<file path="config.mk">
export PLATFORM = sky130hd
export DESIGN_NAME = pipe_hazard_ctrl
export DESIGN_NICKNAME = d
export VERILOG_FILES = /design/src/rtl/pipe_hazard_ctrl.sv
export SDC_FILE = /design/constraint.sdc
export NUM_CORES = 1
export LEC_CHECK = 0
export BUFFER_PORTS_ARGS = -buffer_cell sky130_fd_sc_hd__buf_2
export CAP_MARGIN = 40
export CORE_AREA = 4 4 57 59
export DETAILED_ROUTE_END_ITERATION = 12
export DIE_AREA = 0 0 61 63
export PLACE_DENSITY = 0.78
export SYNTH_ARGS = -nofsm -noshare
export SYNTH_HDL_FRONTEND = slang
export SYNTH_SLANG_ARGS = --single-unit
</file>
<file path="constraint.sdc">
create_clock -name i_clk -period 1.8 [get_ports i_clk]
set_input_delay 0.18 -clock i_clk [delete_from_list [all_inputs] [get_ports i_clk]]
set_output_delay 0.18 -clock i_clk [all_outputs]
set_load 0.01 [all_outputs]
</file>
<file path="src/rtl/pipe_hazard_ctrl.sv">
// Stall/flush sequencer for the 5-stage pipeline: load-use bubbles, EX mispredict redirects, D-mem waits.
// Outputs are combinational from state and inputs. Perf counters exist only with PIPE_PERF_CNT_EN defined.
module pipe_hazard_ctrl #(
    parameter int RF_ADDR_W        = 5,
    parameter int REDIRECT_BUBBLES = 1,
    parameter int CNT_W            = 32
) (
    input  logic                 i_clk,
    input  logic                 i_rst_n,
    input  logic [RF_ADDR_W-1:0] i_rs1_addr_ID,
    input  logic [RF_ADDR_W-1:0] i_rs2_addr_ID,
    input  logic                 i_rs1_used_ID,
    input  logic                 i_rs2_used_ID,
    input  logic [RF_ADDR_W-1:0] i_rd_addr_EX,
    input  logic                 i_mem_rd_EX,
    input  logic                 i_mispred_EX,
    input  logic                 i_dmem_busy,
    output logic                 o_pc_en,
    output logic                 o_if_id_en,
    output logic                 o_if_id_flush,
    output logic                 o_id_ex_en,
    output logic                 o_id_ex_flush,
    output logic                 o_ex_mem_en,
    output logic [1:0]           o_state,
    output logic [CNT_W-1:0]     o_stall_cycles,
    output logic [CNT_W-1:0]     o_flush_events
);

    typedef enum logic [1:0] {
        S_RUN      = 2'd0,
        S_MEMWAIT  = 2'd1,
        S_REDIRECT = 2'd2
    } state_t;

    localparam logic [2:0] RB = 3'(REDIRECT_BUBBLES);

    state_t     state_q, state_d;
    logic [2:0] rcnt_q, rcnt_d;

    logic load_use;
    logic pc_en_c, if_id_en_c, if_id_flush_c, id_ex_en_c, id_ex_flush_c, ex_mem_en_c;

    assign load_use = i_mem_rd_EX && (i_rd_addr_EX != '0) &&
                      ((i_rs1_used_ID && (i_rs1_addr_ID == i_rd_addr_EX)) ||
                       (i_rs2_used_ID && (i_rs2_addr_ID == i_rd_addr_EX)));

    always_comb begin
        pc_en_c       = 1'b1;
        if_id_en_c    = 1'b1;
        if_id_flush_c = 1'b0;
        id_ex_en_c    = 1'b1;
        id_ex_flush_c = 1'b0;
        ex_mem_en_c   = 1'b1;
        state_d       = state_q;
        rcnt_d        = rcnt_q;

        if (i_dmem_busy) begin
            // Freeze everything; a REDIRECT in progress keeps its place and count.
            pc_en_c     = 1'b0;
            if_id_en_c  = 1'b0;
            id_ex_en_c  = 1'b0;
            ex_mem_en_c = 1'b0;
            if (state_q == S_RUN) begin
                state_d = S_MEMWAIT;
            end
        end else if (i_mispred_EX) begin
            if_id_flush_c = 1'b1;
            id_ex_flush_c = 1'b1;
            if (RB != 3'd0) begin
                state_d = S_REDIRECT;
                rcnt_d  = RB;
            end else begin
                state_d = S_RUN;
            end
        end else if (state_q == S_REDIRECT) begin
            // Discard the stale fetch returning from I-mem; load-use is moot behind a flush.
            if_id_flush_c = 1'b1;
            rcnt_d        = rcnt_q - 3'd1;
            if (rcnt_q <= 3'd1) begin
                state_d = S_RUN;
            end
        end else begin
            state_d = S_RUN;
            if (load_use) begin
                pc_en_c       = 1'b0;
                if_id_en_c    = 1'b0;
                id_ex_flush_c = 1'b1;
            end
        end
    end

    // Held in reset the pipeline free-runs with no flushes.
    assign o_pc_en       = ~i_rst_n | pc_en_c;
    assign o_if_id_en    = ~i_rst_n | if_id_en_c;
    assign o_if_id_flush =  i_rst_n & if_id_flush_c;
    assign o_id_ex_en    = ~i_rst_n | id_ex_en_c;
    assign o_id_ex_flush =  i_rst_n & id_ex_flush_c;
    assign o_ex_mem_en   = ~i_rst_n | ex_mem_en_c;
    assign o_state       = state_q;

    always_ff @(posedge i_clk or negedge i_rst_n) begin
        if (!i_rst_n) begin
            state_q <= S_RUN;
            rcnt_q  <= 3'd0;
        end else begin
            state_q <= state_d;
            rcnt_q  <= rcnt_d;
        end
    end

`ifdef PIPE_PERF_CNT_EN
    logic [CNT_W-1:0] stall_cnt_q, flush_cnt_q;
    logic             mispred_acc;

    assign mispred_acc = i_mispred_EX & ~i_dmem_busy;

    // Both counters saturate at all-ones.
    always_ff @(posedge i_clk or negedge i_rst_n) begin
        if (!i_rst_n) begin
            stall_cnt_q <= '0;
            flush_cnt_q <= '0;
        end else begin
            if (!pc_en_c && (stall_cnt_q != '1)) begin
                stall_cnt_q <= stall_cnt_q + CNT_W'(1);
            end
            if (mispred_acc && (flush_cnt_q != '1)) begin
                flush_cnt_q <= flush_cnt_q + CNT_W'(1);
            end
        end
    end

    assign o_stall_cycles = stall_cnt_q;
    assign o_flush_events = flush_cnt_q;
`else
    assign o_stall_cycles = '0;
    assign o_flush_events = '0;
`endif

endmodule

</file>
==> flow_summary.toml <==
[min_path]
min_to = "rcnt_q[1]"
hp-class = "in2reg"
min_from = "i_mispred_EX"
min_path_cells = 2

[floorplan]
die_x_um = 61
num_io_pins = 94
die_area_mm2 = 0.00384
initial_core_util = 0.351
core_area_mm2 = 0.00271
dieHeight_um = 63
rows = 19

[global_route]
grt_pass1_vias = 536
grt_max_degree = 13
grt_usage = 0.0760
antenna_found_initial = 0
overflow = 0
grt_first_pass_wirelength_um = 2200

[timing]
clock.fmax_mhz = 584
tns_ns = 0
fin_crit_sh = 0.952
finalSetupViolations = 0
grt_setup_unrepaired = "false"
fin_crit_ns = 1.71
worst_clock_skew_ns = 0.00263
setup_slack_ns = 0.0864
finalHoldViolations = 0
report.final.slew_viol_count = 0

[worst_setup_path]
reg2reg_to = "rcnt_q[1]"
setup.worst_path.end_class = "output pin"
start_kind = "input port"
worst-r2r-cell-count = 5
crit_slowest_cell = "dlygate4sd3_1"
crit_chain = "dlygate4sd3_1, clkbuf_4, inv_1, o41a_1, buf_2"
cp_top_family = "buffers and inverters"
required_ns = 1.62
reg2reg_from = "rcnt_q[0]"
worst-setup-path-type = "in2out"
crit_fanout = 7
cp_slowest_stage_delay_ns = 0.53
critPathBufInv = 4
cp.arrival_ns = 1.53
r2r_slack_ns = 0.62

[pwr]
power_density_mw_per_mm2 = 712
p_sw_frac = 0.441
combinationalPowerShare = 0.489
power.leakage_nw = 0.526
p_int_w = 0.000363
vdd_drop_max_uv = 415
p_seq_frac = 0.309
switching_power_w = 0.000286
pwr-share-clk = 0.202
power_w = 0.000650

[yosys]
synthCells = 124
ys_seq_area_frac = 0.131
ys_types = 26
synth.area.top_cells = "buf_4, dfrtp_1, xor2_1, ha_1, o21ai_0"
avgSynthCellArea_um2 = 7.68
synth_top_cell_area_share = 0.520
ys_seq_elements = 5
synth_area_um2 = 952
yosysTopAreaCell = "buf_4"
ys.warnings.count = 0

[placed_design]
port_buffers = 29
dp_slack_ns = 0.179
gp_congestion = 0.758
place_hpwl_um = 1560
placedCellCount = 180

[clocking]
worstSkewPairLatency_ns = 0.24
clk_pin_slew_worst_paths_ns = 0.04
cts_buffers = 3
htree_levels = 1
cts_root_buf = "clkbuf_4"
clockBufferDepth = 2
cts_tree = "built"
cts_setup_buffers = 0
clock-sinks = 5

[detailed_routing]
drt_pass1_iterations = 4
dr.first_iter.drc_count = 16
dr_total_vias = 683
vias_per_cell = 3.69
routed_wl_um = 1720
drc = 0
avgRoutedWirePerCell_um = 9.30
drtAntennaViolNets = 0

[finish]
area_delta_synth_final_pct = -4.20
drive_above_1_share = 0.214
fin_cells = 185
diodes = 0
num-nets-final = 179
fillerInstances = 307

[job]
drv_cap = 0

[outcome]
outcome = "finished, final reports clean"
-- through the flow --
step / cell area (um2) / utilization / hold WS, ns
floorplan: 1190 / - / -0.116
global placement: 873 / 0.322 / 0.0120
detailed placement: 873 / 0.322 / 0.0181
CTS: 910 / 0.336 / 0.231
global route: 912 / 0.337 / 0.243
finish: 912 / 0.337 / 0.247
-- cell type report --
type,count,area [um2],area share
clock buffers,4,26.3,0.0288
inverters,5,18.8,0.0206
multi-input cells,110,546,0.598
flip-flops and latches,5,125,0.137
well taps,31,38.8,0.0425
repair buffers,30,158,0.173
-- routing by layer --
layer / wire length (um) / GRT usage / vias up
met5: 0 / 0 / -
met4: 27 / 0.0407 / 0
met3: 297 / 0.0434 / 2
met2: 889 / 0.126 / 58
met1: 506 / 0.0716 / 294
li1: - / - / 329
-- worst max-delay path by stage --
| stage | startpoint | end | cells past startpoint |
|---|---|---|---|
| 6_report | i_rst_n | o_if_id_en | 5 |
| 3_5_place_dp | i_rd_addr_EX[3] | o_if_id_en | 6 |
| 4_1_cts | i_rst_n | o_id_ex_flush | 7 |
| 2_1_floorplan | i_rd_addr_EX[3] | o_pc_en | 5 |
| 3_3_place_gp | i_rd_addr_EX[3] | o_if_id_en | 6 |
| 5_1_grt | i_rst_n | o_id_ex_flush | 7 |
-- registers in the layout, indices dropped and copies added (netlist names) --
register and count:
o_state 2, rcnt_q 3
-- cells by family after synthesis --
family / Yosys count / share of synthesized area
AOI/OAI and AO/OA: 14 / 0.0933
xor gates and xnor gates: 10 / 0.0920
adders and majority gates: 2 / 0.0263
buffers and inverters: 72 / 0.544
DFF: 5 / 0.131
other: 1 / 0.00394
and+or+nand+nor: 20 / 0.109
-- power groups by stage --
stage	clock network, W	logic [W]	registers [W]
final	0.000131	0.000318	0.000201
after global routing	0.000145	0.000364	0.000208
after CTS	0.000137	0.000318	0.000201
after detailed placement	0	0.000315	0.000202
after global placement	0	0.000309	0.000200
after floorplan	0	0.000334	0.000199
-- placed cells by master, fill, tap and decap left out --
cell type / instances
a21oi_1: 3
a31oi_1: 1
a32oi_1: 1
and2_0: 1
and2_1: 1
buf_2: 28
clkbuf_1: 1
clkbuf_4: 4
conb_1: 64
dfrtp_1: 5
dlygate4sd3_1: 1
ha_1: 2
inv_1: 5
nand2_1: 5
nand2b_1: 1
nand3_1: 1
nand4_1: 1
nor2_1: 4
nor2b_1: 1
nor3_1: 3
nor4_1: 1
nor4_2: 1
o21ai_0: 4
o21ai_1: 1
o21bai_1: 1
o31ai_1: 2
o41a_1: 1
xnor2_1: 2
xor2_1: 8
-- synthesized netlist by cell type, drive strengths merged --
library cell / instances
nor3: 3
nor2: 4
a31oi: 1
inv: 5
and2: 2
o21ai: 5
nor2b: 1
o21bai: 1
o31ai: 2
buf: 66
nand4: 1
nand2b: 1
xor2: 8
conb: 1
nand3: 1
ha: 2
xnor2: 2
a32oi: 1
a21oi: 3
dfrtp: 5
nand2: 5
clkbuf: 1
nor4: 2
o41a: 1
-- repair_timing --
action                                 4_1_cts  5_1_grt
endpoints found under the hold margin        5        0
setup endpoints to repair                    0        1
hold buffers                                 1        0
resized for setup                            0        2
Power figures use the tool's default switching activity.
